$ cat src/rtl/ienc_pkg.sv
// Shared definitions for the instruction encoder: mnemonic codes, opcode and
// function-field constants, and the encoder result type.
package ienc_pkg;

    localparam int unsigned INSTR_W = 16;

    // Codes 13..15 are illegal and have no enumerator.
    typedef enum logic [3:0] {
        MnAnd  = 4'd0,
        MnOr   = 4'd1,
        MnXor  = 4'd2,
        MnAdd  = 4'd3,
        MnSub  = 4'd4,
        MnSll  = 4'd5,
        MnSra  = 4'd6,
        MnAddi = 4'd7,
        MnSubi = 4'd8,
        MnSlti = 4'd9,
        MnLw   = 4'd10,
        MnSw   = 4'd11,
        MnBeq  = 4'd12
    } mnem_e;

    localparam logic [3:0] OP_LOGIC = 4'b0000;
    localparam logic [3:0] OP_ARITH = 4'b0001;
    localparam logic [3:0] OP_SHIFT = 4'b0010;
    localparam logic [3:0] OP_ADDI  = 4'b1001;
    localparam logic [3:0] OP_SUBI  = 4'b1010;
    localparam logic [3:0] OP_SLTI  = 4'b1011;
    localparam logic [3:0] OP_LW    = 4'b1100;
    localparam logic [3:0] OP_SW    = 4'b1101;
    localparam logic [3:0] OP_BEQ   = 4'b1111;

    localparam logic [2:0] FUNCT_AND = 3'b000;
    localparam logic [2:0] FUNCT_OR  = 3'b001;
    localparam logic [2:0] FUNCT_XOR = 3'b010;
    localparam logic [2:0] FUNCT_ADD = 3'b000;
    localparam logic [2:0] FUNCT_SUB = 3'b001;
    localparam logic [2:0] FUNCT_SLL = 3'b000;
    localparam logic [2:0] FUNCT_SRA = 3'b001;

    typedef struct packed {
        logic               legal;
        logic [INSTR_W-1:0] word;
    } enc_t;

endpackage

$ cat src/rtl/ienc_fifo.sv
// Synchronous FIFO buffering encoded instruction words.
// Ports: clk/rst_n (async active-low), flush (sync empty, wins over push/pop),
// push/wdata, pop/rdata (rdata shows the head word), full, empty.
module ienc_fifo #(
    parameter int unsigned DEPTH = 4,
    parameter int unsigned WIDTH = 16
) (
    input  logic             clk,
    input  logic             rst_n,
    input  logic             flush,
    input  logic             push,
    input  logic [WIDTH-1:0] wdata,
    input  logic             pop,
    output logic [WIDTH-1:0] rdata,
    output logic             full,
    output logic             empty
);
    localparam int unsigned PtrW = $clog2(DEPTH);

    logic [WIDTH-1:0] mem [DEPTH];
    // Extra MSB distinguishes full from empty when the index bits match.
    logic [PtrW:0]    wrPtrQ, rdPtrQ;

    assign empty = (wrPtrQ == rdPtrQ);
    assign full  = (wrPtrQ[PtrW] != rdPtrQ[PtrW]) && (wrPtrQ[PtrW-1:0] == rdPtrQ[PtrW-1:0]);
    assign rdata = mem[rdPtrQ[PtrW-1:0]];

    always_ff @(posedge clk or negedge rst_n) begin
        if (!rst_n) begin
            wrPtrQ <= '0;
            rdPtrQ <= '0;
        end else if (flush) begin
            wrPtrQ <= '0;
            rdPtrQ <= '0;
        end else begin
            if (push && !full) wrPtrQ <= wrPtrQ + 1'b1;
            if (pop && !empty) rdPtrQ <= rdPtrQ + 1'b1;
        end
    end

    always_ff @(posedge clk) begin
        if (push && !full && !flush) mem[wrPtrQ[PtrW-1:0]] <= wdata;
    end

endmodule

$ cat src/rtl/instr_encoder.sv
// Encodes mnemonic+field requests into 16-bit instruction words and writes them
// sequentially into instruction memory over a req/gnt port.
// Ports: clk, rst_n (async active-low), clear (sync restart);
// request side in_valid/in_ready/in_mnem/in_rs/in_rt/in_rd/in_imm;
// memory side imem_req/imem_gnt/imem_addr/imem_wdata;
// status err_illegal, mem_full, words_wr.
// Build option: IENC_ILLEGAL_STOP_EN makes err_illegal sticky and blocks input
// until clear/reset; otherwise err_illegal is a one-cycle pulse.
module instr_encoder
    import ienc_pkg::*;
#(
    parameter int unsigned      ADDR_W     = 8,
    parameter int unsigned      FIFO_DEPTH = 4,
    parameter logic [ADDR_W-1:0] BASE_ADDR = '0
) (
    input  logic               clk,
    input  logic               rst_n,
    input  logic               clear,
    input  logic               in_valid,
    output logic               in_ready,
    input  logic [3:0]         in_mnem,
    input  logic [2:0]         in_rs,
    input  logic [2:0]         in_rt,
    input  logic [2:0]         in_rd,
    input  logic [5:0]         in_imm,
    output logic               imem_req,
    input  logic               imem_gnt,
    output logic [ADDR_W-1:0]  imem_addr,
    output logic [INSTR_W-1:0] imem_wdata,
    output logic               err_illegal,
    output logic               mem_full,
    output logic [ADDR_W:0]    words_wr
);
    typedef enum logic [0:0] {StIdle, StReq} state_e;

    function automatic enc_t encodeInstr(logic [3:0] mnem, logic [2:0] rs, logic [2:0] rt,
                                         logic [2:0] rd, logic [5:0] imm);
        enc_t       e;
        logic [3:0] op;
        logic [2:0] funct;
        logic       isR;
        e.legal = 1'b1;
        op      = OP_LOGIC;
        funct   = FUNCT_AND;
        isR     = 1'b1;
        case (mnem)
            MnAnd:   funct = FUNCT_AND;
            MnOr:    funct = FUNCT_OR;
            MnXor:   funct = FUNCT_XOR;
            MnAdd:   begin op = OP_ARITH; funct = FUNCT_ADD; end
            MnSub:   begin op = OP_ARITH; funct = FUNCT_SUB; end
            MnSll:   begin op = OP_SHIFT; funct = FUNCT_SLL; end
            MnSra:   begin op = OP_SHIFT; funct = FUNCT_SRA; end
            MnAddi:  begin op = OP_ADDI;  isR = 1'b0; end
            MnSubi:  begin op = OP_SUBI;  isR = 1'b0; end
            MnSlti:  begin op = OP_SLTI;  isR = 1'b0; end
            MnLw:    begin op = OP_LW;    isR = 1'b0; end
            MnSw:    begin op = OP_SW;    isR = 1'b0; end
            MnBeq:   begin op = OP_BEQ;   isR = 1'b0; end
            default: e.legal = 1'b0;
        endcase
        e.word = isR ? {op, rs, rt, rd, funct} : {op, rs, rt, imm};
        return e;
    endfunction

    state_e              stateQ, stateD;
    logic [ADDR_W-1:0]   addrQ, addrD;
    logic [INSTR_W-1:0]  dataQ, dataD;
    logic [ADDR_W:0]     countQ, countD;
    logic                memFullQ, memFullD;
    logic                errQ, errD;

    enc_t                enc;
    logic                accept;
    logic                fifoPush, fifoPop, fifoFlush, fifoFull, fifoEmpty;
    logic [INSTR_W-1:0]  fifoRdata;

    ienc_fifo #(
        .DEPTH (FIFO_DEPTH),
        .WIDTH (INSTR_W)
    ) uFifo (
        .clk   (clk),
        .rst_n (rst_n),
        .flush (fifoFlush),
        .push  (fifoPush),
        .wdata (enc.word),
        .pop   (fifoPop),
        .rdata (fifoRdata),
        .full  (fifoFull),
        .empty (fifoEmpty)
    );

    always_comb begin
        enc = encodeInstr(in_mnem, in_rs, in_rt, in_rd, in_imm);
`ifdef IENC_ILLEGAL_STOP_EN
        in_ready = rst_n & ~fifoFull & ~memFullQ & ~clear & ~errQ;
`else
        in_ready = rst_n & ~fifoFull & ~memFullQ & ~clear;
`endif
        accept   = in_valid & in_ready;
        fifoPush = accept & enc.legal;
    end

    always_comb begin
        stateD    = stateQ;
        addrD     = addrQ;
        dataD     = dataQ;
        countD    = countQ;
        memFullD  = memFullQ;
        fifoPop   = 1'b0;
        fifoFlush = 1'b0;
`ifdef IENC_ILLEGAL_STOP_EN
        errD = errQ | (accept & ~enc.legal);
`else
        errD = accept & ~enc.legal;
`endif
        if (clear) begin
            // Restart wins over everything, including a grant in this cycle.
            stateD    = StIdle;
            addrD     = BASE_ADDR;
            dataD     = '0;
            countD    = '0;
            memFullD  = 1'b0;
            errD      = 1'b0;
            fifoFlush = 1'b1;
        end else begin
            case (stateQ)
                StIdle: begin
                    if (!fifoEmpty && !memFullQ) begin
                        fifoPop = 1'b1;
                        dataD   = fifoRdata;
                        stateD  = StReq;
                    end
                end
                StReq: begin
                    if (imem_gnt) begin
                        countD = countQ + 1'b1;
                        if (addrQ == '1) begin
                            // Top of memory: no wrap, drop whatever is still buffered.
                            memFullD  = 1'b1;
                            fifoFlush = 1'b1;
                            stateD    = StIdle;
                        end else begin
                            addrD = addrQ + 1'b1;
                            if (!fifoEmpty) begin
                                fifoPop = 1'b1;
                                dataD   = fifoRdata;
                            end else begin
                                stateD = StIdle;
                            end
                        end
                    end
                end
                default: stateD = StIdle;
            endcase
        end
    end

    always_ff @(posedge clk or negedge rst_n) begin
        if (!rst_n) begin
            stateQ   <= StIdle;
            addrQ    <= BASE_ADDR;
            dataQ    <= '0;
            countQ   <= '0;
            memFullQ <= 1'b0;
            errQ     <= 1'b0;
        end else begin
            stateQ   <= stateD;
            addrQ    <= addrD;
            dataQ    <= dataD;
            countQ   <= countD;
            memFullQ <= memFullD;
            errQ     <= errD;
        end
    end

    assign imem_req    = (stateQ == StReq);
    assign imem_addr   = addrQ;
    assign imem_wdata  = dataQ;
    assign err_illegal = errQ;
    assign mem_full    = memFullQ;
    assign words_wr    = countQ;

endmodule

$ cat config.mk
export PLATFORM = sky130hd
export DESIGN_NAME = instr_encoder
export DESIGN_NICKNAME = d
export VERILOG_FILES = /design/src/rtl/ienc_pkg.sv /design/src/rtl/ienc_fifo.sv /design/src/rtl/instr_encoder.sv
export SDC_FILE = /design/constraint.sdc
export NUM_CORES = 1
export LEC_CHECK = 0
export ABC_CLOCK_PERIOD_IN_PS = 5200
export BUFFER_PORTS_ARGS = -buffer_cell sky130_fd_sc_hd__buf_2
export CORE_AREA = 5 5 116 118
export CTS_BUF_LIST = sky130_fd_sc_hd__clkbuf_16
export DETAILED_ROUTE_END_ITERATION = 16
export DIE_AREA = 0 0 121 123
export MAX_ROUTING_LAYER = met4
export SKIP_LAST_GASP = 1
export SYNTH_ARGS = -nofsm -noshare
export SYNTH_HDL_FRONTEND = slang
export SYNTH_SLANG_ARGS = --single-unit
$ cat constraint.sdc
create_clock -name clk -period 5.2 [get_ports clk]
set_input_delay 0.26 -clock clk [delete_from_list [all_inputs] [get_ports clk]]
set_output_delay 0.26 -clock clk [all_outputs]
set_load 0.1 [all_outputs]
## Word-level counts from Yosys, hierarchy flattened

Memories as Yosys holds them, arrays and structs flattened.
Cells that the tools add are included.

- Reduce and logical (&&, ||, !) cells: 24
- Bitwise logic cells: 11
- Equality and inequality tests: 21
- $add $sub $neg: 4
- Muxes and demuxes: 41

Operators with widths:

| kind | number |
|---|---|
| 2-to-1 mux 16 bit | 5 |
| 2-to-1 mux 8 bit | 4 |
| case mux 16 bit (2 select lines) | 1 |
| case mux 4 bit (8 select lines) | 1 |
| 2-to-1 mux 9 bit | 3 |
| == test 4 bit, second input constant | 5 |
| 2-to-1 mux 1 bit | 19 |
| == test 4 x 3 -> 1 bit, second input constant | 4 |
| OR reduction 13 bit | 1 |
| 2-to-1 mux 3 bit | 4 |
| inequality test 3 bit, second input constant | 4 |
| nonzero test 2 bit | 5 |
| adder 9 x 1 -> 9 bit, second input constant | 1 |
| adder 8 x 1 -> 8 bit, second input constant | 1 |
| == test 4 x 2 -> 1 bit, second input constant | 2 |
| == test 8 bit, second input constant | 1 |
| adder 3 x 1 -> 3 bit, second input constant | 2 |
| AND 1 bit | 6 |
| 2-to-1 mux 6 bit | 1 |
| AND reduction 3 bit | 2 |
| OR reduction 6 bit | 1 |
| logical AND 1 bit | 5 |
| inverter 1 bit | 5 |
| == test 4 x 1 -> 1 bit, second input constant | 1 |
| 12 further kinds | 17 |

- Memories kept: 1
- Memory bits (writable): 64
- Word-level logic and storage cells: 110
- Output and inout bits: 37
- Bits of input ports: 24
- Register bits: 42

Memory list:

| name | words | width | read ports | clocked after Yosys merged registers in | write ports | RTL line | source |
|---|---|---|---|---|---|---|---|
| uFifo.mem | 4 | 16 | 1 | 0 | 1 | ienc_fifo.sv:20 | `logic [WIDTH-1:0] mem [DEPTH];` |

## Longest topological paths before layout

- Depth after elaboration: 12
- Mapped depth: 7
- Depth with buffers taken out: 5

## By module

From an unflattened synthesis, not the netlist that was laid out.

- Cells, all modules: 328
- Area total of the unflattened synthesis: 4717.0 um2

Modules (own cells, without submodules):

| module | cells an instance | seq. area each (um2) | instances | area an instance (um2) |
|---|---|---|---|---|
| ienc_fifo | 148 | 2072.0 | 1 | 2880.3 |
| instr_encoder | 180 | 900.9 | 1 | 1836.8 |

## Least setup slack after synthesis

No wires, ideal clock.

- Kind: register to register
- From: reg memFullQ, in the netlist mem_full
- To: mem uFifo.mem[0][0] (enable)
- Setup time: 0.374 ns
- Setup slack: 1.987 ns
- Arrival time: 2.839 ns
- Buffers on the path: 1
- Stages on the path, launching flop included: 6
- Path through: dfrtp_1 -> nor3b_1 -> o31a_1 -> and3_4 -> buf_6 -> and3_1

- Word-level cells in the longest chain between the ends: 9

Ends and longest elaborated chain:

| what | RTL line | source |
|---|---|---|
| start: declaration | instr_encoder.sv:70 | `logic memFullQ, memFullD;` |
| start signal: assignment | instr_encoder.sv:172 | `memFullQ <= memFullD;` |
| inverter 1 bit | instr_encoder.sv:98 | `in_ready = rst_n & ~fifoFull & ~memFullQ & ~clear;` |
| AND 1 bit (2 in series) | instr_encoder.sv:98 |  |
| via in_ready | instr_encoder.sv:20 | `output logic in_ready,` |
| AND 1 bit | instr_encoder.sv:100 | `accept = in_valid & in_ready;` |
| AND 1 bit | instr_encoder.sv:101 | `fifoPush = accept & enc.legal;` |
| logical AND 1 bit (2 in series) | ienc_fifo.sv:42 | `if (push && !full && !flush) mem[wrPtrQ[PtrW-1:0]] <= wdata;` |
| 2-to-1 mux 1 bit | ienc_fifo.sv:42 |  |
| 2-to-1 mux 1 bit (not written as such) | ienc_fifo.sv:42 |  |
| end: declaration | ienc_fifo.sv:20 |  |

The timed path passes the listed nets, and every way through them passes these cells.

## Worst setup path in the final report

- From: reg uFifo.rdPtrQ[1]
- To: mem uFifo.mem[1][9] (enable)

- Word-level cells in the longest chain between the ends: 12
- Elaborated cells between the ends (all ways): 13
- Those cells by class: 1 x eq/ne; 2 x mux; 6 x bitwise; 4 x reduce/logical

Ends and longest elaborated chain:

| what | RTL line | source |
|---|---|---|
| start: declaration | ienc_fifo.sv:22 | `logic [PtrW:0] wrPtrQ, rdPtrQ;` |
| start signal: assignment | ienc_fifo.sv:37 | `if (pop && !empty) rdPtrQ <= rdPtrQ + 1'b1;` |
| == test 2 bit (*) | ienc_fifo.sv:25 | `assign full = (wrPtrQ[PtrW] != rdPtrQ[PtrW]) && (wrPtrQ[PtrW-1:0] == rdPtrQ[PtrW-1:0]);` |
| logical AND 1 bit (*) | ienc_fifo.sv:25 |  |
| inverter 1 bit | instr_encoder.sv:98 |  |
| AND 1 bit (3 in series) | instr_encoder.sv:98 |  |
| AND 1 bit | instr_encoder.sv:100 |  |
| AND 1 bit | instr_encoder.sv:101 |  |
| logical AND 1 bit (*) (2 in series) | ienc_fifo.sv:42 |  |
| 2-to-1 mux 1 bit (*) | ienc_fifo.sv:42 |  |
| 2-to-1 mux 1 bit (not written as such) (*) | ienc_fifo.sv:42 |  |

Mark *: on every way between the ends. The rest lies on a longest branch, timed or not.

==> flow_summary.json <==
{
  "seq_area_frac_synth_pct": 61.5,
  "io_buffer_count": 60,
  "remaining_drc_errors": 0,
  "place_area_um2": 5240,
  "whs_ps": -10.0,
  "insertion_delay_ps": 340,
  "synthArstFlopShare_pct": 39.6,
  "routedWlPerCell_um": 15.9,
  "ir_drop_mv": 0.139,
  "wl_mm": 9.05,
  "synth_nets": 368,
  "cts_root_buf": "clkbuf_16",
  "initial_core_util_pct": 39.1,
  "grt_pass1_wl_mm": 14.8,
  "synthToLayoutAreaGrowth_pct": 14.3,
  "fp-row-count": 41,
  "ios": 61,
  "die_w_um": 121,
  "grt_antenna_before_repair": 0,
  "die_area_um2": 14900,
  "cp_data_required_time_ps": 5160,
  "cts_buffer_depth": 2,
  "yosys_most_used_dff": "edfxtp_1",
  "skew_ps": 9.50,
  "min_path_type": "input port to asynchronous set/reset pin",
  "holdBufCountCts": 0,
  "max_cap_violations": 0,
  "finish.instance_area_um2": 5520,
  "viasPerCell": 4.90,
  "start_kind": "flop",
  "cts_tree": "built",
  "r2r_slack_ps": 2450,
  "drive_gt1_share_pct": 25.8,
  "synth_edf_count": 64,
  "track_usage_pct": 13.3,
  "dp_hpwl_mm": 6.07,
  "core-area_um2": 12400,
  "synthCells": 337,
  "cp_cell_sequence": "xor2_1, o31a_1, and3_4, and3_1",
  "endpoint_kind": "flop",
  "ant_nets": 0,
  "fin_tns_setup_ps": 0,
  "gp_congestion": 0.743,
  "grt_max_degree": 54,
  "synth_cell_types": 50,
  "crit_path_max_fanout": 19,
  "cp_slowest_cell": "dfrtp_1",
  "num_antenna_cells": 0,
  "grt_setup_unrepaired": "no",
  "synth_top_area_cell": "edfxtp_1",
  "grt_pass1_vias": 2780,
  "yosys-top-cells-count": "edfxtp_1, dfrtp_1, nand2b_1",
  "ys_ff_latch": 106,
  "crit_arrival_ps": 2720,
  "ys_top_cells_by_area": "edfxtp_1, dfrtp_1, mux4_2, mux2i_1, nand2b_1",
  "leakage_nw": 2.28,
  "yosys_warnings": 0,
  "clk_pin_slew_worst_paths_ps": 70,
  "finalCritPeriodShare_pct": 53.0,
  "die_y_um": 123,
  "fin_crit_ps": 2750,
  "drt_first_pass_iters": 4,
  "grt.overflow.total": 0,
  "clock-sinks": 106,
  "powerDensity_nw_per_um2": 426,
  "cts_setup_buffers": 0,
  "cts_resized": 0,
  "max_stage_delay_ps": 920,
  "cts-htree-levels": 3,
  "slew_headroom_pct": 41.5,
  "tightest_slew_ps": 877,
  "slew_viol_final": 0,
  "synth_top_area_share_pct": 39.8,
  "max_freq_mhz": 363,
  "yosysMostFrequentCell": "edfxtp_1",
  "finalSetupViolCount": 0,
  "nets": 422,
  "outcome": "finished, violations left",
  "synth_area_um2": 4830,
  "avgSynthCellArea_um2": 14.3,
  "cts_buffers": 9,
  "hold_violations": 9,
  "vias": 2783,
  "drt_iter0_drc": 143,
  "crit_type": "flop to flop",
  "violations": "hold timing"
}
[power breakdown]
group | total (W) | internal (W) | switching [W]
combinational | 0.000714 | 0.000192 | 0.000522
sequential | 0.000989 | 0.000948 | 0.0000412
clock | 0.000647 | 0.000353 | 0.000294
[state kept, by name, indices dropped and copies added, names as in the netlist]
register,count
err_illegal,1
imem_addr,8
imem_req,1
imem_wdata,16
mem_full,1
uFifo.mem,64
uFifo.rdPtrQ,3
uFifo.wrPtrQ,3
words_wr,9
[routing by layer]
metal | GRT usage, % | vias to the layer above | wire length, um
met5 | - | - | 0
met4 | 5.10 | 0 | 102
met3 | 2.61 | 6 | 387
met2 | 20.5 | 47 | 4340
met1 | 17.5 | 1390 | 4210
li1 | - | 1340 | -
[through the flow]
step	worst slack, ps	power, W	hold slack [ps]	utilization [%]	instances
after floorplan	1990	0.00163	-35.6	-	337
after global placement	2480	0.00172	374	42.3	552
after detailed placement	2410	0.00173	381	42.3	552
after CTS	2380	0.00238	16.2	44.7	568
after global routing	2230	0.00246	28.6	44.7	568
final	2450	0.00235	-10.0	44.7	568
[final timing paths]
check / end / cells after the start / startpoint
max in group asynchronous: imem_wdata[4]$_DFFE_PN0P_ / 2 / rst_n
worst min-delay path: words_wr[0]$_DFFE_PN0P_ / 2 / rst_n
worst max register to register: uFifo.mem[1][9]$_DFFE_PP_ / 4 / uFifo.rdPtrQ[1]$_DFFE_PN0P_
worst max-delay path: uFifo.mem[1][9]$_DFFE_PP_ / 4 / uFifo.rdPtrQ[1]$_DFFE_PN0P_
min in group clk: uFifo.mem[0][11]$_DFFE_PP_ / 1 / in_rs[2]
worst min register to register: imem_wdata[8]$_DFFE_PN0P_ / 2 / imem_wdata[8]$_DFFE_PN0P_
[cell type report]
class                      instances  area (um^2)
timing repair buffer              62          315
sequential                       106         2970
tap                              172          215
clock buffer                      10          250
inverter                           7         26.3
multi-input combinational        205         1710
fill                            1131         6840
clock inverter                     6         37.5
[critical path: cells and delay by family, from the launching register on]
family	cells	cell delay [ps]
simple gates	2	940
flops	1	920
xor+xnor	1	280
compound gates	1	240
[logic make-up after synthesis]
| logic type | Yosys count | share of synthesized area [%] |
|---|---|---|
| AND/OR/NAND/NOR | 108 | 12.8 |
| adder cells (fa/ha/maj) | 7 | 1.81 |
| buffers and inverters | 26 | 3.16 |
| AO/OA/AOI/OAI | 30 | 4.27 |
| XOR/XNOR | 16 | 3.06 |
| multiplexers | 44 | 13.3 |
| flip-flops | 106 | 61.5 |
[placed cells by master, fill, tap and decap left out, types with 11 or more instances in the layout]
master,instances
a21oi_1,11
buf_2,60
dfrtp_1,42
edfxtp_1,64
mux2i_1,25
mux4_2,16
nand2_1,19
nand2b_1,36
nor2_1,17
No activity file was read; power rests on OpenSTA's default activity.
